<file path="src/rtl/fetch_pc_sequencer_pkg.sv">
// Shared definitions for the fetch-PC sequencer: FSM encodings and the
// fixed instruction size used for sequential advance and return addresses.
package fetch_pc_sequencer_pkg;

  typedef enum logic [0:0] {
    ST_RUN          = 1'b0,
    ST_WAIT_RESOLVE = 1'b1
  } fetch_state_e;

  localparam int unsigned INST_BYTES = 4;

endpackage

</file>
<file path="src/rtl/fetch_pc_sequencer_ras.sv">
// Circular return address stack. A push into a full stack overwrites the
// oldest entry, and count saturates at DEPTH.
module fetch_pc_sequencer_ras #(
  parameter int unsigned DEPTH = 8,
  parameter int unsigned WIDTH = 32
) (
  input  logic                     clk,
  input  logic                     rst,
  input  logic                     push,
  input  logic                     pop,
  input  logic [WIDTH-1:0]         push_data,
  output logic [WIDTH-1:0]         top,
  output logic [$clog2(DEPTH):0]   count
);

  localparam int unsigned PTR_W = $clog2(DEPTH);
  localparam logic [PTR_W:0] FULL_COUNT = (PTR_W+1)'(DEPTH);

  logic [WIDTH-1:0] mem [DEPTH];
  logic [PTR_W-1:0] ptr;  // next free slot; top lives at ptr-1

  assign top = mem[ptr - PTR_W'(1)];

  // NOTE: the entries are not reset; count guards every read, so clearing
  // the storage would only add reset fan-out without changing behaviour.
  always_ff @(posedge clk) begin
    if (push) mem[ptr] <= push_data;
  end

  // NOTE: sequential state uses non-blocking assignments so every register
  // samples pre-edge values, matching the hardware regardless of block order.
  always_ff @(posedge clk) begin
    if (rst) begin
      ptr   <= '0;
      count <= '0;
    end else if (push) begin
      ptr   <= ptr + PTR_W'(1);
      count <= (count == FULL_COUNT) ? FULL_COUNT : count + 1'b1;
    end else if (pop && count != '0) begin
      ptr   <= ptr - PTR_W'(1);
      count <= count - 1'b1;
    end
  end

endmodule

</file>
<file path="src/rtl/fetch_pc_sequencer.sv">
// Front-end fetch-PC controller: sequential fetch, static BTFN prediction,
// direct-jump redirect, RAS-predicted returns, and backend flush override.
module fetch_pc_sequencer
  import fetch_pc_sequencer_pkg::*;
#(
  parameter int unsigned    ADDR_WIDTH = 32,
  parameter int unsigned    RAS_DEPTH  = 8,
  parameter logic [ADDR_WIDTH-1:0] RESET_PC = '0
) (
  input  logic                       clk,
  input  logic                       rst,
  output logic                       fetch_req_valid,
  input  logic                       fetch_req_ready,
  output logic [ADDR_WIDTH-1:0]      fetch_pc,
  input  logic                       inst_valid,
  input  logic [ADDR_WIDTH-1:0]      inst_pc,
  input  logic                       pdec_branch,
  input  logic                       pdec_jal,
  input  logic                       pdec_jalr,
  input  logic                       pdec_call,
  input  logic                       pdec_ret,
  input  logic [ADDR_WIDTH-1:0]      pdec_pc,
  input  logic                       flush_valid,
  input  logic [ADDR_WIDTH-1:0]      flush_pc,
  output logic                       redirect_valid,
  output logic [ADDR_WIDTH-1:0]      redirect_pc,
  output logic                       stall_resolve,
  output logic [$clog2(RAS_DEPTH):0] ras_count
);

  localparam logic [ADDR_WIDTH-1:0] STEP = ADDR_WIDTH'(INST_BYTES);

  fetch_state_e          state;
  logic                  pdec_act;
  logic                  jal_hit, br_hit, ret_hit, jalr_stall;
  logic                  ras_push, ras_pop;
  logic [ADDR_WIDTH-1:0] ras_top;

  fetch_pc_sequencer_ras #(
    .DEPTH (RAS_DEPTH),
    .WIDTH (ADDR_WIDTH)
  ) u_ras (
    .clk       (clk),
    .rst       (rst),
    .push      (ras_push),
    .pop       (ras_pop),
    .push_data (inst_pc + STEP),
    .top       (ras_top),
    .count     (ras_count)
  );

  assign fetch_req_valid = !rst && state == ST_RUN;
  assign stall_resolve   = !rst && state == ST_WAIT_RESOLVE;

  // NOTE: every output of this block gets a default first so no path leaves
  // a variable unassigned, which would otherwise infer a latch.
  always_comb begin
    pdec_act       = 1'b0;
    jal_hit        = 1'b0;
    br_hit         = 1'b0;
    ret_hit        = 1'b0;
    jalr_stall     = 1'b0;
    redirect_valid = 1'b0;
    redirect_pc    = fetch_pc;

    // A flush suppresses pre-decode, so no push/pop happens in that cycle.
    pdec_act = !rst && state == ST_RUN && inst_valid && !flush_valid;
    if (pdec_act) begin
      if (pdec_jal)                                   jal_hit    = 1'b1;
      else if (pdec_branch && pdec_pc < inst_pc)      br_hit     = 1'b1;
      else if (pdec_jalr && pdec_ret && ras_count != '0) ret_hit = 1'b1;
      else if (pdec_jalr)                             jalr_stall = 1'b1;
    end

    if (!rst && flush_valid) begin
      redirect_valid = 1'b1;
      redirect_pc    = flush_pc;
    end else if (jal_hit || br_hit) begin
      redirect_valid = 1'b1;
      redirect_pc    = pdec_pc;
    end else if (ret_hit) begin
      redirect_valid = 1'b1;
      redirect_pc    = ras_top;
    end
  end

  assign ras_push = jal_hit && pdec_call;
  assign ras_pop  = ret_hit;

  always_ff @(posedge clk) begin
    if (rst) begin
      state    <= ST_RUN;
      fetch_pc <= RESET_PC;
    end else if (redirect_valid) begin
      // Redirect wins over a same-cycle handshake; the accepted PC is dropped.
      state    <= ST_RUN;
      fetch_pc <= redirect_pc;
    end else if (jalr_stall) begin
      state    <= ST_WAIT_RESOLVE;
    end else if (fetch_req_valid && fetch_req_ready) begin
      fetch_pc <= fetch_pc + STEP;
    end
  end

endmodule

</file>
<file path="config.mk">
export PLATFORM = sky130hd
export DESIGN_NAME = fetch_pc_sequencer
export DESIGN_NICKNAME = d
export VERILOG_FILES = /design/src/rtl/fetch_pc_sequencer_pkg.sv /design/src/rtl/fetch_pc_sequencer_ras.sv /design/src/rtl/fetch_pc_sequencer.sv
export SDC_FILE = /design/constraint.sdc
export NUM_CORES = 1
export LEC_CHECK = 0
export ABC_AREA = 1
export CAP_MARGIN = 0
export CORE_UTILIZATION = 45
export DETAILED_ROUTE_END_ITERATION = 8
export PLACE_DENSITY = 0.76
export SLEW_MARGIN = 0
export SYNTH_ARGS = -nofsm -noshare
export SYNTH_HDL_FRONTEND = slang
export SYNTH_SLANG_ARGS = --single-unit
export TNS_END_PERCENT = 10
</file>
<file path="constraint.sdc">
create_clock -name clk -period 12.2 [get_ports clk]
set_clock_uncertainty 0.05 [all_clocks]
set_input_delay 2.44 -clock clk [delete_from_list [all_inputs] [get_ports clk]]
set_output_delay 2.44 -clock clk [all_outputs]
set_load 0.005 [all_outputs]
</file>
**Yosys cells after proc, flatten, opt, wreduce, memory -nomap -nowiden**

Memory sizes are Yosys's and may differ from the RTL's.
Index checks and enable logic that the tools add are counted.

- Bits in registers: 40
- RAM bits: 256
- Input bits: 106
- Output and inout port bits: 71
- Logic and storage cells: 64
- Memories kept: 1

Memory list:

| name | words | width | rd ports | clocked after memory_dff | write ports | RTL line | text |
|---|---|---|---|---|---|---|---|
| u_ras.mem | 8 | 32 | 1 | 0 | 1 | fetch_pc_sequencer_ras.sv:19 | `logic [WIDTH-1:0] mem [DEPTH];` |

- Add/sub/neg operators: 6
- Order comparisons: 1
- Equal/unequal tests: 2
- Multiplexer cells: 30
- Bitwise logic cells: 1
- Reduce and logical (&&, ||, !) cells: 19

Operator list:

| operator | count |
|---|---|
| 32-bit 2-to-1 mux | 6 |
| 32-bit by 3-bit adder with 32-bit output, second input constant | 2 |
| 32-bit < comparator | 1 |
| 1-bit 2-to-1 mux | 19 |
| 4-bit 2-to-1 mux | 3 |
| 1-bit logical AND | 11 |
| 3-bit 2-to-1 mux | 2 |
| 4-bit by 1-bit adder with 4-bit output, second input constant | 1 |
| 4-bit equality test, second input constant | 1 |
| 2-bit nonzero test | 2 |
| 4-bit nonzero test | 1 |
| 4-bit by 1-bit subtractor with 4-bit output, second input constant | 1 |
| 3-bit by 1-bit adder with 3-bit output, second input constant | 1 |
| 3-bit by 1-bit subtractor with 3-bit output, second input constant | 1 |
| 1-bit logical NOT | 2 |
| 2-bit != test, second input constant | 1 |
| 2-bit AND reduction | 1 |
| 2-bit OR reduction | 1 |
| 1-bit logical OR | 1 |
| 1-bit NOT | 1 |

**Depth between registers and ports, before layout**

- Depth after elaboration: 11
- Gate-level depth with buffers: 22
- Depth with buffers taken out: 21

**By module**

A second synthesis with hierarchy kept.

- Cells, all modules: 1786
- Area total of the unflattened synthesis: 15713.8 sq um

Modules (own cells, without submodules):

| module | times used | cells each | area an instance (sq um) | seq. area each (sq um) |
|---|---|---|---|---|
| fetch_pc_sequencer_ras | 1 | 909 | 10790.3 | 7827.5 |
| fetch_pc_sequencer | 1 | 877 | 4923.5 | 660.6 |

**Worst setup path after synthesis**

OpenSTA, ideal clock, no wires.

- Kind: input port to output port
- From: in inst_pc[17]
- To: out redirect_pc[23]
- Data arrival time: 4.219 ns
- Required time: 9.710 ns
- Slack: 5.491 ns
- Stages on the path: 15
- Path buffers: 1
- Cells stage by stage: inv_1 ha_1 a21oi_1 o21a_1 nor2_1 nor2_1 nand2_4 nand2_4 nand2_4 inv_2 buf_4 nand2_1 nand2_1 clkinv_1 a21boi_0

- Word-level cells in the longest chain between the ends: 8
- Elaborated cells between the ends (all ways): 12
- Classes of those cells: order compare: 1; mux: 9; reduce/logical: 2

RTL lines:

| what | RTL line | text |
|---|---|---|
| from (decl) | fetch_pc_sequencer.sv:16 | `input logic [ADDR_WIDTH-1:0] inst_pc,` |
| 32-bit < comparator (*) | fetch_pc_sequencer.sv:70 | `else if (pdec_branch && pdec_pc < inst_pc) br_hit = 1'b1;` |
| 1-bit logical AND (*) | fetch_pc_sequencer.sv:70 |  |
| 1-bit 2-to-1 mux | fetch_pc_sequencer.sv:70 |  |
| 1-bit 2-to-1 mux | fetch_pc_sequencer.sv:69 | `if (pdec_jal) jal_hit = 1'b1;` |
| 1-bit 2-to-1 mux | fetch_pc_sequencer.sv:68 | `if (pdec_act) begin` |
| 32-bit 2-to-1 mux or 1-bit logical OR (tied branches) | fetch_pc_sequencer.sv:81, fetch_pc_sequencer.sv:78 |  |
| 32-bit 2-to-1 mux (*) | fetch_pc_sequencer.sv:78 | `end else if (jal_hit \|\| br_hit) begin` |
| 32-bit 2-to-1 mux (*) | fetch_pc_sequencer.sv:75 | `if (!rst && flush_valid) begin` |
| to (decl) | fetch_pc_sequencer.sv:26 | `output logic [ADDR_WIDTH-1:0] redirect_pc,` |

Mark *: on every way between the ends. The rest lies on a longest branch, timed or not.

**Worst setup path after layout**

- From: in inst_pc[1]
- To: out redirect_pc[30]

The elaborated chain is that of the path after synthesis.

==> out/summary.md <==
The flow ran to the end, and the final reports show no timing, DRC or antenna violations. The share of the Yosys chip area taken by registers is 55.5%. Prior to clock tree synthesis, the placed netlist has a worst setup slack of 3.44 ns. STA classifies the critical path endpoint as an output pin. The final worst-path setup slack came out at 3.41 ns.

For this run the aggregate overflow at the end of global routing stands at 0. For the area of the die, the log shows 0.0347 sq mm. Before antenna repair, the detailed router went through 5 iterations. The run gives 2.32 mW as the power consumption.

The via count of the first global-routing pass is 11800, and the share of cells above drive strength 1 is 9.42%. Ranked by instance count, the synthesized netlist is headed by sky130_fd_sc_hd__nand2_1, sky130_fd_sc_hd__edfxtp_1, sky130_fd_sc_hd__inv_1. TritonCTS built the clock tree. The HPWL after detailed placement is 27.7 mm. Yosys mapped a number of flops with a built-in enable equal to 256. Summed over all cells, the static leakage comes to 7.46 nW.

Dominant delay contributor by cell family on the critical path: buffers and inverters. The all-layer global routing usage is 23.8%. The internal power summed over all cells was 1.77 mW. Summing over every cut layer, the via total after detailed routing is 12200.

The run gives 0.551 mW as the switching power of the nets. The run gives 0 as the initial antenna violation count. The fmax was 114 MHz; the total count of hold-check failures in the final report was 0. In the post-synthesis netlist, the cell with the most instances is sky130_fd_sc_hd__nand2_1. IR analysis of the VDD net gives a maximum drop of 0.0981 mV. Measured against its own limit, the worst slew margin works out to 20.0%. In this run the post-CTS setup repair buffer count came out at 0. The worst-path maximum fanout is 35. The setup check on the worst reg-to-reg path leaves a slack of 8.64 ns. In this run, the clock network consumes 38.1% of the power. Post-synthesis sequential element count: 296. The placement row count was 67. The count of H-tree levels built during CTS was 1. The post-placement cell count came out at 2159. The run gives 9.71 ns as the required arrival time at the worst endpoint. The summed area of non-filler cells in the final layout is 0.0184 sq mm, and the initial DRC count is 1157. The critical path class is input pin to output pin. The worst hold slack across all endpoints was 0.479 ns; the cell count of the worst reg-to-reg path was 11.

The tool flagged a number of max-cap violations equal to 0. The average cell area after synthesis is 9.57 sq um. The number of cells on the worst hold path is 2, and the share of async-settable or async-resettable flops after synthesis is 0%. The placeable core region came out at 0.0334 sq mm. STA classifies the critical path startpoint as an input pin. The initial core utilization was 45.7%; the maximum cell stage delay along the critical path was 0.65 ns.

Most prevalent standard cell on the critical path: sky130_fd_sc_hd__nand2_1. Type of the tightest min-delay check: flop to flop. Power spread over the standard cell area amounts to 126 mW/mm^2. Summed over all instances, the cell type with the most area after synthesis is sky130_fd_sc_hd__edfxtp_1.

For this run, the number of Yosys warnings is 0. The signal on the critical path passes through clkdlybuf4s50_1 > inv_1 > ha_1 > nand2_1 > nand2_1 > nand2_1 > nand2_1 > nand2_1 > nand2_1 > nand2_1 > nand2_1 > nand2_1 > nand2_4 > nand2_4 > nand2_4 > inv_2 > nand2_1 > nand2_1 > clkinv_1 > a21boi_0 > clkdlybuf4s50_1. The mapped netlist covers 0.0153 sq mm.

On the critical path, the stage with the largest delay is an instance of sky130_fd_sc_hd__clkdlybuf4s50_1. At the pin with the least slew margin, the transition time is 1.20 ns. The clock reaches the later pin of the worst-skew pair after 0.55 ns.

The area share of the leading cell type in the synthesized netlist was 50.3%. The congestion estimate from routability-driven global placement came to 0.941. After detailed placement, the total cell area comes to 0.0174 sq mm. Setup violations remaining at the end of the flow were counted as 0. The root buffer cell chosen for the clock tree is sky130_fd_sc_hd__clkbuf_16. The first global-routing pass estimated 65.2 mm of wire. The final instance count without filler cells was 2210. Combinational logic burns 13.0% of the power.

Synthesis produced a netlist with a net count of 1741. The die is 186 um tall. The average wire per cell in the routed design was 19.1 um; the final antenna-violating net count was 0.

Area added between synthesis and finish: 20.1%. CTS saw 296 sinks. Predominant post-synthesis flop cell: sky130_fd_sc_hd__edfxtp_1. For this run, design rule violations remaining after detail routing come to 0. Clock tree synthesis inserted a total of 28 buffers.

The tools report the worst endpoint data arrival time as 6.30 ns. In this run the critical register-to-register path is launched from u_ras.ptr[0]. After layout, the worst path uses 72.1% of the clock period.

The maximum number of pins on one net before global-route repair is 108. Startpoint of the worst hold path: u_ras.count[3]. At the end of the flow, the number of nets in the layout was 1884.

Per report_power, the sequential group accounts for 48.9% of the total. During placement, the flow inserted port buffers numbering 176. The number of diodes was 0; the count of cell types in the netlist was 48. The worst path in the final design needs a cycle of 8.79 ns, including I/O delays and setup. Yosys attributes the largest share of cell area to sky130_fd_sc_hd__edfxtp_1, sky130_fd_sc_hd__nand2_1, sky130_fd_sc_hd__dfxtp_1. In this run, post-CTS repair resized a total of 0 instances. The path with the worst hold slack has its endpoint at u_ras.count[3]. In this run switching power makes up 23.8% of total power. For the final max-slew violation count, the log shows 0.

Setup repair after global routing left no endpoint under its margin. The longest clock path from root to sink contains 3 buffers. For the post-cts hold buffer count, the log shows 0.

Together, buffers and inverters on the worst path number 5. The total detailed-routing wirelength is 42.2 mm, and the synthesized instance count is 1598. Measured on the finished design, the core utilization comes to 54.9%. The endpoint identified for the worst register-to-register timing path is fetch_pc[19]. The floorplan step set the die width to 186 um.

In the final timing run, aggregate negative setup slack is 0 ns. The number of I/O pins was 177. Clock-pin slew was measured on the worst setup and hold paths at 0.07 ns.

Ratio of routed vias to standard cells: 5.52.
==> placed cells by master, fill, tap and decap left out, types with 19 or more instances in the layout <==
cell type / n
sky130_fd_sc_hd__nand2_1: 426
sky130_fd_sc_hd__edfxtp_1: 256
sky130_fd_sc_hd__clkdlybuf4s50_1: 176
sky130_fd_sc_hd__inv_1: 143
sky130_fd_sc_hd__a21oi_1: 137
sky130_fd_sc_hd__nand3_1: 105
sky130_fd_sc_hd__or2_2: 57
sky130_fd_sc_hd__a221oi_1: 55
sky130_fd_sc_hd__dfxtp_1: 39
sky130_fd_sc_hd__ha_1: 36
sky130_fd_sc_hd__xor2_1: 35
sky130_fd_sc_hd__o21ai_0: 34
sky130_fd_sc_hd__clkbuf_16: 29
sky130_fd_sc_hd__o211ai_1: 27
sky130_fd_sc_hd__nor2_1: 26
sky130_fd_sc_hd__clkinv_1: 24
sky130_fd_sc_hd__nand4_1: 19
==> cell families after synthesis <==
logic type / Yosys count / share of synthesized area (%)
xor gates and xnor gates: 36 / 2.11
DFF: 296 / 55.5
AOI/OAI and AO/OA: 292 / 11.9
adders and majority gates: 37 / 3.03
and+or+nand+nor: 694 / 21.1
buffers and inverters: 243 / 6.34
==> registers in the layout, indices dropped and copies added, names as in the netlist <==
register     count
u_ras.count      4
u_ras.ptr        3
fetch_pc        32
u_ras.mem      256
state            1
==> area by class of cell <==
| class | instances | area [sq um] |
|---|---|---|
| inverters | 165 | 622 |
| well taps | 448 | 561 |
| clock inverters | 20 | 201 |
| multi-input cells | 1059 | 5870 |
| fillers | 2821 | 15100 |
| clock buffers | 31 | 733 |
| flip-flops and latches | 296 | 8490 |
| repair buffers | 191 | 1870 |
==> power by group through the flow <==
stage | sequential [mW] | clock [mW] | combinational (mW)
after detailed placement | 1.15 | 0 | 0.296
after global placement | 1.15 | 0 | 0.291
after floorplan | 1.15 | 0 | 0.153
after global routing | 1.13 | 0.934 | 0.329
final | 1.13 | 0.883 | 0.301
after CTS | 1.13 | 0.893 | 0.298
==> worst min-delay path, stage by stage, from the launching register on <==
cell	delay, ns
sky130_fd_sc_hd__dfxtp_1	0.34
sky130_fd_sc_hd__inv_1	0.09
sky130_fd_sc_hd__a21oi_1	0.06
==> how the worst max path moves through the flow <==
stage / start / slack, ns / end / cells after the start
floorplan: inst_pc[17] / 5.49 / redirect_pc[23] / 15
global placement: inst_pc[11] / 3.50 / redirect_pc[29] / 17
detailed placement: inst_pc[11] / 3.44 / redirect_pc[30] / 17
CTS: inst_pc[11] / 3.42 / redirect_pc[30] / 17
global route: inst_pc[1] / 3.15 / redirect_pc[30] / 21
finish: inst_pc[1] / 3.41 / redirect_pc[30] / 21
==> metal layers <==
layer / GRT usage (%) / part of all wire [%] / vias up
li1: - / - / 5812
met1: 32.4 / 41 / 5711
met2: 39.4 / 48 / 595
met3: 3.10 / 8.6 / 74
met4: 7.98 / 2.6 / 0
met5: 0 / 0 / -
Note: power is estimated with default switching activity, not from simulation.
